$ cat src/rtl/vga_pkg.sv
// Shared VGA pixel-pipeline constants and types.
// The mouse simulator uses the same cursor reset position.
package vga_pkg;

    localparam int unsigned H_ACTIVE = 640;
    localparam int unsigned V_ACTIVE = 480;

    typedef logic [9:0] coord_t;
    typedef logic [2:0] rgb_t;

    localparam rgb_t RGB_BLACK = 3'b000;
    localparam rgb_t RGB_WHITE = 3'b111;
    localparam rgb_t RGB_RED   = 3'b100;

    localparam coord_t CUR_RESET_X = 10'd360;
    localparam coord_t CUR_RESET_Y = 10'd200;

    // Signed 11-bit difference of two unsigned coordinates (no wrap-around)
    function automatic logic signed [10:0] coord_diff(input coord_t a, input coord_t b);
        return $signed({1'b0, a}) - $signed({1'b0, b});
    endfunction

endpackage

$ cat src/rtl/cursor_overlay_if.sv
// Pixel stream into the overlay stage and the coloured stream out to the DAC registers.
interface cursor_overlay_if;
    import vga_pkg::*;

    logic   frame_start;
    logic   pix_valid;
    coord_t pix_x;
    coord_t pix_y;
    rgb_t   bg_rgb;
    rgb_t   rgb_out;
    logic   rgb_valid;

    modport master (
        output frame_start, pix_valid, pix_x, pix_y, bg_rgb,
        input  rgb_out, rgb_valid
    );

    modport slave (
        input  frame_start, pix_valid, pix_x, pix_y, bg_rgb,
        output rgb_out, rgb_valid
    );

endinterface

$ cat src/rtl/crosshair_hit.sv
// Combinational crosshair hit test: a plus shape of half-length ARM centred on (cur_x, cur_y).
module crosshair_hit
    import vga_pkg::*;
#(
    parameter int ARM = 7
) (
    input  coord_t pix_x,
    input  coord_t pix_y,
    input  coord_t cur_x,
    input  coord_t cur_y,
    output logic   hit
);

    localparam logic signed [10:0] ARM_S = 11'(ARM);

    logic signed [10:0] dx_s;
    logic signed [10:0] dy_s;
    logic               in_area_s;
    logic               on_h_s;
    logic               on_v_s;

    // Distance compare against both arms; off-screen pixels never hit
    always_comb begin
        dx_s      = coord_diff(pix_x, cur_x);
        dy_s      = coord_diff(pix_y, cur_y);
        in_area_s = (32'(pix_x) < H_ACTIVE) && (32'(pix_y) < V_ACTIVE);
        on_h_s    = (dy_s == 11'sd0) && (dx_s >= -ARM_S) && (dx_s <= ARM_S);
        on_v_s    = (dx_s == 11'sd0) && (dy_s >= -ARM_S) && (dy_s <= ARM_S);
        hit       = in_area_s && (on_h_s || on_v_s);
    end

endmodule

$ cat src/rtl/cursor_overlay.sv
// Two-stage pixel pipeline drawing a crosshair cursor over the background stream.
// Cursor position is latched once per frame so a moving cursor never tears.
module cursor_overlay
    import vga_pkg::*;
#(
    parameter int ARM          = 7,
    parameter int BLINK_FRAMES = 15
) (
    input  logic   clk_in,
    input  logic   rst_in,
    input  coord_t x_pos,
    input  coord_t y_pos,
    input  logic   click_in,
    cursor_overlay_if.slave pix
);

    localparam int CNT_W = (BLINK_FRAMES > 1) ? $clog2(BLINK_FRAMES) : 1;
    localparam logic [CNT_W-1:0] CNT_LAST = CNT_W'(BLINK_FRAMES - 1);

    coord_t           cur_x_r;
    coord_t           cur_y_r;
    logic [CNT_W-1:0] frame_cnt_r;
    logic             blink_on_r;

    logic             hit_s;
    logic             hit_r;
    rgb_t             bg_r;
    logic             valid_r;
    logic             click_r;
    logic             blink_r;

    rgb_t             rgb_next_s;
    rgb_t             rgb_r;
    logic             rgb_valid_r;

    crosshair_hit #(.ARM(ARM)) u_hit (
        .pix_x (pix.pix_x),
        .pix_y (pix.pix_y),
        .cur_x (cur_x_r),
        .cur_y (cur_y_r),
        .hit   (hit_s)
    );

    // Per-frame position latch; the pulse-cycle pixel still sees the old value
    always_ff @(posedge clk_in or posedge rst_in) begin
        if (rst_in) begin
            cur_x_r <= CUR_RESET_X;
            cur_y_r <= CUR_RESET_Y;
        end else if (pix.frame_start) begin
            cur_x_r <= x_pos;
            cur_y_r <= y_pos;
        end
    end

    // Blink phase: toggles every BLINK_FRAMES frames while the button is held
    always_ff @(posedge clk_in or posedge rst_in) begin
        if (rst_in) begin
            frame_cnt_r <= '0;
            blink_on_r  <= 1'b1;
        end else if (!click_in) begin
            frame_cnt_r <= '0;
            blink_on_r  <= 1'b1;
        end else if (pix.frame_start) begin
            if (frame_cnt_r == CNT_LAST) begin
                frame_cnt_r <= '0;
                blink_on_r  <= ~blink_on_r;
            end else begin
                frame_cnt_r <= frame_cnt_r + 1'b1;
            end
        end
    end

    // Stage 1: hit result plus everything the colour mux needs, sampled together
    always_ff @(posedge clk_in or posedge rst_in) begin
        if (rst_in) begin
            hit_r   <= 1'b0;
            bg_r    <= RGB_BLACK;
            valid_r <= 1'b0;
            click_r <= 1'b0;
            blink_r <= 1'b1;
        end else begin
            hit_r   <= hit_s & pix.pix_valid;
            bg_r    <= pix.bg_rgb;
            valid_r <= pix.pix_valid;
            click_r <= click_in;
            blink_r <= blink_on_r;
        end
    end

    // Colour select; a hidden blinking cursor shows the background
    always_comb begin
        rgb_next_s = RGB_BLACK;
        if (!valid_r) begin
            rgb_next_s = RGB_BLACK;
        end else if (hit_r && !click_r) begin
            rgb_next_s = RGB_WHITE;
        end else if (hit_r && blink_r) begin
            rgb_next_s = RGB_RED;
        end else begin
            rgb_next_s = bg_r;
        end
    end

    // Stage 2: registered outputs toward the DAC
    always_ff @(posedge clk_in or posedge rst_in) begin
        if (rst_in) begin
            rgb_r       <= RGB_BLACK;
            rgb_valid_r <= 1'b0;
        end else begin
            rgb_r       <= rgb_next_s;
            rgb_valid_r <= valid_r;
        end
    end

    assign pix.rgb_out   = rgb_r;
    assign pix.rgb_valid = rgb_valid_r;

endmodule

$ cat src/flat_wrapper.sv
// flat-port wrapper written by rule: the top's interface ports become plain ports
module cursor_overlay_flat import vga_pkg::*;
#(
    parameter int ARM          = 7,
    parameter int BLINK_FRAMES = 15
)
  (clk_in, rst_in, x_pos, y_pos, click_in, pix_frame_start, pix_pix_valid, pix_pix_x, pix_pix_y, pix_bg_rgb, pix_rgb_out, pix_rgb_valid);
  cursor_overlay_if pix_i ();
  input  logic clk_in;
  input  logic rst_in;
  input  coord_t x_pos;
  input  coord_t y_pos;
  input  logic click_in;
  input wire logic [$bits(pix_i.frame_start)-1:0] pix_frame_start;
  input wire logic [$bits(pix_i.pix_valid)-1:0] pix_pix_valid;
  input wire logic [$bits(pix_i.pix_x)-1:0] pix_pix_x;
  input wire logic [$bits(pix_i.pix_y)-1:0] pix_pix_y;
  input wire logic [$bits(pix_i.bg_rgb)-1:0] pix_bg_rgb;
  output wire logic [$bits(pix_i.rgb_out)-1:0] pix_rgb_out;
  output wire logic [$bits(pix_i.rgb_valid)-1:0] pix_rgb_valid;
  assign pix_i.frame_start = pix_frame_start;
  assign pix_i.pix_valid = pix_pix_valid;
  assign pix_i.pix_x = pix_pix_x;
  assign pix_i.pix_y = pix_pix_y;
  assign pix_i.bg_rgb = pix_bg_rgb;
  assign pix_rgb_out = pix_i.rgb_out;
  assign pix_rgb_valid = pix_i.rgb_valid;
  cursor_overlay #(.ARM(ARM), .BLINK_FRAMES(BLINK_FRAMES)) u_core (.clk_in(clk_in), .rst_in(rst_in), .x_pos(x_pos), .y_pos(y_pos), .click_in(click_in), .pix(pix_i));
endmodule
$ cat config.mk
export PLATFORM = sky130hd
export DESIGN_NAME = cursor_overlay_flat
export DESIGN_NICKNAME = d
export VERILOG_FILES = /design/src/rtl/vga_pkg.sv /design/src/rtl/cursor_overlay_if.sv /design/src/rtl/crosshair_hit.sv /design/src/rtl/cursor_overlay.sv /design/src/flat_wrapper.sv
export SDC_FILE = /design/constraint.sdc
export NUM_CORES = 1
export LEC_CHECK = 0
export ABC_AREA = 1
export BUFFER_PORTS_ARGS = -buffer_cell sky130_fd_sc_hd__buf_4
export CAP_MARGIN = 10
export CORE_UTILIZATION = 56
export DETAILED_ROUTE_END_ITERATION = 8
export HOLD_SLACK_MARGIN = 0.06
export PLACE_DENSITY = 0.86
export SETUP_SLACK_MARGIN = 0.3
export SYNTH_ARGS = -nofsm -noshare
export SYNTH_HDL_FRONTEND = slang
export SYNTH_HIERARCHICAL = 1
export SYNTH_SLANG_ARGS = --single-unit
export TNS_END_PERCENT = 5
$ cat constraint.sdc
create_clock -name clk_in -period 2.7 [get_ports clk_in]
set_input_delay 0.405 -clock clk_in [delete_from_list [all_inputs] [get_ports clk_in]]
set_output_delay 0.405 -clock clk_in [all_outputs]
set_load 0.01 [all_outputs]
==> qor.txt, run 1 <==
vias in the first global route = 2477
largest net degree at the start of global routing = 37
antenna viol nets, final = 0
GP Congestion = 0.889
Worst slew margin = 70.8%
Mapped Cells = 432
global-route wire length before repair = 10600 um
Yosys cell types = 26
P&R area growth vs syn = 22.7%
skew final = 0.00577 ns
CTS H-tree depth = 2
Synth top area share = 23.8%
Hold Path Class = primary input to async pin
clk_lat worst skew = 0.28 ns
internal power = 0.00105 W
DRC Markers = 0
n_diodes = 0
CP Data Arrival Time = 2.46 ns
most used cell, CP = nand2_1
Comb power frac = 38.8%
Root Buffer = clkbuf_8
fmax = 0.447 GHz
Slew @ Worst Pin = 0.437 ns
vias per cell = 5.01
Initial Util = 59.3%
fin crit share = 82.8%
CP top delay family = simple AND/OR/NAND/NOR gates
WP data required = 2.92 ns
Synth Flop Type = dfrtp_1
Power, Total = 0.00165 W
CTS Buf Count = 5
Worst Setup Start Kind = flop
global routing's busiest layer = met2
crit-path cells = ha_1 -> fa_2 -> inv_2 -> nand3_1 -> nand2_2 -> nand2_1 -> nand3_1 -> nand2_1 -> nor2_2 -> nand2_1 -> nor2_2 -> nand3_1 -> a21oi_2 -> nand2_1 -> inv_1
RSZ-0062 raised after global routing = no
met3 GRT Util = 3.31%
DP HPWL = 4930 um
largest area contributor in the synthesized netlist = dfrtp_1
max-slew violation count = 0
clk sinks = 36
synthesized cell area = 2840 um^2
layout cells sized above 1 = 22.4%
CTS tree = done
FF-to-FF path depth = 15
Worst setup EP type = flop
max cap viols = 0
top post-synthesis cells by area = dfrtp_1 (24%), nand2_1 (23%), ha_1 (9.7%), inv_1 (9.3%), dfstp_2 (8.3%)
total track usage = 25.6%
Port Buf Inserts = 51
# hold bufs at CTS = 0
register bit total from synthesis = 36
Clock Path Buffers = 2
commonest cells in the netlist = nand2_1 (174), inv_1 (70), nand3_1 (36), dfrtp_1 (27), nor2_1 (27)
Warnings, synthesis = 6
routed wire length = 6510 um
min setup slack post-route = 0.463 ns
fin cells = 557
Post-synth EDFFs = 0
Switching Fraction = 36.3%
1st-iter DRT viols = 149
Flop pwr share = 37.2%
clock share of power = 24.0%
CP bufs+invs = 2
M2 GR Usage = 39.7%
met1 usage = 36.8%
Wirelength per Cell = 11.7 um
Leak Pwr = 1.98 nW
Switching Power = 0.000600 W
R2R Path Start = u_core/cur_y_r[0]
critical path peak fanout = 4
cell with the most instances after synthesis = nand2_1
Finish-stage setup viols = 0
Nets = 561
io pins = 52
Max IR drop VDD = 0.000429 V
row count = 25
core area = 4790 um^2
global route overflow = 0
dpl ws = 0.267 ns
post-synth net total = 504
DR pass1 iterations = 5
die width = 73.2 um
status = completed
min Tclk post-route = 2.24 ns
post-synthesis sequential area ratio = 32.1%
Slowest Stage Delay on Critical Path = 0.40 ns
CP max stage cell = dfrtp_1
die area = 5360 um^2
final count of hold timing violations = 0
via count = 2791
worst r2r dst = u_core/hit_r
Async SR Flop Fraction = 100%
Post-Place Cells = 546
Mean Syn Cell Area = 6.57 um^2
setup_tns = 0 ns
Setup Crit Path Kind = flop to flop
antenna violations before repair = 0
Die Y = 73.2 um
Worst-path clk slew = 0.08 ns
R2R Setup Slk = 0.46 ns
Pwr Density = 475 nW/um^2
-- cells by family after synthesis --
kind of cell	Yosys count	synth area share, %
DFF	36	32.1
adders and majority gates	24	11.1
xor gates and xnor gates	2	0.617
and+or+nand+nor	267	40.2
buffers and inverters	78	10.5
AOI/OAI and AO/OA	25	5.42
-- metal layers --
metal | vias up | part of all wire (%)
met5 | - | 0
met4 | 0 | 1.7
met3 | 9 | 4.3
met2 | 76 | 46
met1 | 1254 | 48
li1 | 1452 | -
-- registers in the layout, summed over array words and instances (netlist names) --
signal                flops
u_core/hit_r              1
u_core/bg_r               3
u_core/pix.rgb_valid      1
u_core/cur_x_r           10
u_core/cur_y_r           10
u_core/blink_r            1
u_core/blink_on_r         1
u_core/pix.rgb_out        3
u_core/click_r            1
u_core/frame_cnt_r        4
u_core/valid_r            1
-- metrics by stage --
| stage | utilization (%) | area (um^2) | hold WS [ns] |
|---|---|---|---|
| 4_1_cts | 70.7 | 3380 | 0.217 |
| 3_5_place_dp | 68.7 | 3290 | 0.370 |
| 6_report | 72.8 | 3480 | 0.213 |
| 5_1_grt | 72.8 | 3480 | 0.209 |
| 3_3_place_gp | 68.7 | 3290 | 0.357 |
| 2_1_floorplan | - | 2840 | 0.354 |
-- area by class of cell --
class,count,area [um^2]
clock inverters,2,15.0
repair buffers,55,413
multi-input cells,318,1700
fillers,392,1300
clock buffers,6,82.6
well taps,67,83.8
inverters,73,274
flip-flops and latches,36,912
-- power groups by stage --
stage	logic [W]	registers [W]	clock network, W
6_report	0.000641	0.000615	0.000397
3_5_place_dp	0.000589	0.000624	0
3_3_place_gp	0.000574	0.000622	0
5_1_grt	0.000722	0.000620	0.000430
4_1_cts	0.000593	0.000614	0.000407
2_1_floorplan	0.000437	0.000619	0
-- how the worst max path moves through the flow --
| stage | cells past startpoint | startpoint | endpoint | slack [ns] |
|---|---|---|---|---|
| 2_1_floorplan | 16 | pix_pix_y[0] | u_core/hit_r | 0.54 |
| 3_3_place_gp | 17 | pix_pix_y[0] | u_core/hit_r | 0.33 |
| 3_5_place_dp | 17 | pix_pix_y[0] | u_core/hit_r | 0.27 |
| 4_1_cts | 15 | u_core/cur_y_r[0] | u_core/hit_r | 0.40 |
| 5_1_grt | 15 | u_core/cur_y_r[2] | u_core/hit_r | 0.28 |
| 6_report | 15 | u_core/cur_y_r[0] | u_core/hit_r | 0.46 |
-- cells in the final DEF (no fill, tap or decap), types with 2 or more instances in the layout --
cell type and instances:
a21o_1 2, a21oi_1 12, a21oi_2 3, buf_4 55
clkbuf_8 6, clkinvlp_4 2, dfrtp_1 27, dfstp_2 9
ha_1 16, ha_2 3, ha_4 3, inv_1 69
inv_2 4, nand2_1 169, nand2_2 13, nand3_1 35
nand3_2 4, nand3b_1 4, nand4_1 8, nor2_1 26
nor2_2 5, nor3_1 2, o21ai_1 2, o21bai_1 3
xnor2_1 2
-- what timing repair did --
action / 4_1_cts / 5_1_grt
hold endpoints to repair: 0 / 0
endpoints found under the setup margin: 0 / 1
buffers inserted: 0 / 3
resized for setup: 0 / 19
-- worst reg2reg max path, delay by kind of cell (launching register included) --
kind	cells	cell delay, ns
AO/OA/AOI/OAI	1	0.14
buffers and inverters	2	0.13
adder cells (fa/ha/maj)	2	0.57
AND/OR/NAND/NOR	10	0.95
flip-flops	1	0.40
No activity file was read; power rests on OpenSTA's default activity.
==> run 2: changes to the inputs <==
Settings changed: ABC_AREA 1 to 0, CORE_UTILIZATION 56 to 50, PLACE_DENSITY 0.86 to 0.83.
Clock period 2.7 ns to 1.8 ns, I/O delays scaled along.
==> run 2 against run 1 <==
Against the previous run: the flow now finishes with violations (negative setup slack); clock skew grew 0.00067 ns; first-iteration DRC count is 31% lower; power is 58% higher; sequential cell count unchanged.
==> qor.txt, run 2 <==
global route overflow = 0 (unchanged)
Mapped Cells = 241 (-44%)
post-synthesis compound-gate area fraction = 14.2% (+8.8 points)
Wirelength per Cell = 15.2 um (+30%)
Filler cells = 378 (-3.6%)
R2R Path Start = u_core/cur_x_r[3]
Nets = 403 (-28%)
die area = 5440 um^2 (+1.6%)
Initial Util = 53.1% (-6.2 points)
DRC Markers = 0 (unchanged)
CTS Buf Count = 5 (unchanged)
Synth Area in Adders = 12.2% (+1.1 points)
Yosys cell types = 53 (+100%)
antenna violations before repair = 0 (unchanged)
Power, Total = 0.00260 W (+58%)
P&R area growth vs syn = 33.5%
skew final = 0.00644 ns (+0.000667 ns)
placed cell areas = 3260 um^2 (-0.88%)
DP HPWL = 4400 um (-11%)
min setup slack post-route = -0.783 ns (-1.25 ns)
fmax = 0.387 GHz (-13%)
synthesized cell area = 2580 um^2 (-9.2%)
Finish-stage setup viols = 1 (+1)
most common cell after layout, fill and taps aside = buf_4
largest family of logic cells by synthesized area = simple AND/OR/NAND/NOR gates
vias per cell = 5.39 (+7.5%)
status = finished, violations left
Hold Slack = 0.0775 ns (-0.136 ns)
Worst Setup Start Kind = flop
cell with the most instances after synthesis = inv_1
die width = 73.8 um (+0.81%)
Worst slew margin = 68.6% (-2.2 points)
simple logic cell fraction of the synthesized area = 15.5% (-25 points)
Root Buffer = clkbuf_8
RSZ-0062 raised after global routing = yes
Largest regs = u_core/cur_x_r (10), u_core/cur_y_r (10), u_core/frame_cnt_r (4)
Max IR drop VDD = 0.000485 V (+13%)
fin crit share = 143% (+61 points)
Async SR Flop Fraction = 100% (unchanged)
Synth Flop Type = dfrtp_1
io pins = 52 (unchanged)
final count of hold timing violations = 0 (unchanged)
Leak Pwr = 1.70 nW (-14%)
most frequent cells in the layout = buf_4 (85), inv_1 (27), dfrtp_1 (27)
DR pass1 iterations = 4 (-1)
worst setup path startpoint = u_core/cur_x_r[3]
layout cells sized above 1 = 44.3% (+22 points)
Design Area, Final = 3440 um^2 (-1.2%)
max cap viols = 0 (unchanged)
largest net degree at the start of global routing = 37 (unchanged)
row count = 25 (unchanged)
Post-synth EDFFs = 0 (unchanged)
n_diodes = 0 (unchanged)
setup_tns = -0.783 ns (-0.783 ns)
Setup Crit Path Kind = flop to flop
max-slew violation count = 0 (unchanged)
global-route wire length before repair = 9490 um (-10%)
post-synthesis sequential area ratio = 35.4% (+3.3 points)
Synth top area share = 26.2% (+2.4 points)
commonest cells in the netlist = inv_1 (28), dfrtp_1 (27), ha_1 (22), mux2_4 (18), a21oi_1 (13)
CP Data Arrival Time = 2.83 ns (+0.37 ns)
Slew @ Worst Pin = 0.471 ns (+0.0334 ns)
Mean Syn Cell Area = 10.7 um^2 (+63%)
mux cell area share after synthesis = 12.5% (+13 points)
vias in the first global route = 2203 (-11%)
Warnings, synthesis = 6 (unchanged)
antenna viol nets, final = 0 (unchanged)
top post-synthesis cells by area = dfrtp_1 (26%), ha_1 (11%), mux2_4 (10%), dfstp_2 (9.2%), inv_1 (4.1%)
XOR/XNOR Fraction of Synth Area = 4.08% (+3.5 points)
CTS tree = done
min Tclk post-route = 2.58 ns (+0.346 ns)
routed wire length = 6050 um (-7.1%)
clk sinks = 36 (unchanged)
total track usage = 23.6% (-2.0 points)
CTS H-tree depth = 2 (unchanged)
core area = 4850 um^2 (+1.3%)
critical path peak fanout = 2 (-2)
Die Y = 73.8 um (+0.81%)
clk_lat worst skew = 0.30 ns (+0.02 ns)
failing checks = negative setup slack
dpl ws = -0.889 ns (-1.16 ns)
via count = 2150 (-23%)
1st-iter DRT viols = 103 (-31%)
Clock Path Buffers = 2 (unchanged)
Worst setup EP type = flop
Hold Path Class = primary input to async pin
Pwr Density = 757 nW/um^2 (+60%)
WP data required = 2.04 ns (-0.88 ns)
largest area contributor in the synthesized netlist = dfrtp_1
Port Buf Inserts = 51 (unchanged)
post-synth net total = 313 (-38%)
register bit total from synthesis = 36 (unchanged)
Worst-path clk slew = 0.08 ns (about the same)
GP Congestion = 0.881 (-0.92%)
[run 2: cell families (layout without fill, tap and decap cells)]
| family | count (synthesis) | after routing |
|---|---|---|
| AOI/OAI and AO/OA | 50 | 50 |
| and+or+nand+nor | 65 | 65 |
| adders and majority gates | 24 | 24 |
| xor gates and xnor gates | 12 | 12 |
| buffers and inverters | 31 | 122 |
| DFF | 36 | 36 |
| muxes | 23 | 23 |
[run 2: area by class of cell]
class	count	area, um^2	share of cell area [%]
inverters	28	105	3.06
multi-input cells	174	1580	45.9
clock buffers	5	68.8	2.00
repair buffers	86	648	18.8
well taps	67	83.8	2.44
clock inverters	3	42.5	1.24
flip-flops and latches	36	912	26.5
[run 2: report_power, final]
group | total (W) | switching (W) | internal, W | leakage, nW
sequential | 0.000918 | 0.0000383 | 0.000880 | 0.424
combinational | 0.000955 | 0.000448 | 0.000507 | 1.23
clock | 0.000732 | 0.000322 | 0.000410 | 0.0541
[run 2: path summary, 6_finish.rpt]
| check | endpoint | slack (ns) | cells past startpoint |
|---|---|---|---|
| setup / recovery | u_core/hit_r | -0.78 | 11 |
| hold / removal | u_core/cur_y_r[4] | 0.08 | 3 |
| setup reg to reg | u_core/hit_r | -0.78 | 11 |
| hold reg to reg | u_core/blink_r | 0.37 | 0 |
| max in group asynchronous | u_core/cur_y_r[7] | 1.36 | 3 |
| min in group clk_in | u_core/bg_r[2] | 0.08 | 1 |
[run 2: per-layer routing]
| metal | global-route usage, % | up-vias | wire length [um] |
|---|---|---|---|
| met5 | 0 | - | 0 |
| met1 | 26.3 | 1030 | 2470 |
| met3 | 5.49 | 17 | 192 |
| met2 | 41.6 | 48 | 3190 |
| li1 | - | 1055 | - |
| met4 | 12.6 | 0 | 187 |
[run 2: per-stage QoR]
step	cells	util (%)
CTS	398	70.3
floorplan	241	-
global route	399	70.9
finish	399	70.9
global placement	388	67.2
detailed placement	388	67.2
[run 2: worst max-delay path, cell delays in order (launching register included)]
cell	delay, ns
dfstp_2	0.55
inv_1	0.05
ha_1	0.29
o21ai_0	0.08
a21oi_1	0.08
o311ai_1	0.37
a21oi_1	0.18
xor2_1	0.20
nor4_1	0.34
o211ai_1	0.14
mux2i_1	0.14
and2_1	0.13
[run 2: timing repair]
item,CTS,global route
hold endpoints to repair,0,1
setup buffers,2,0
pin swaps,5,0
hold buffers,0,1
resized for setup,4,3
setup endpoints to repair,1,1
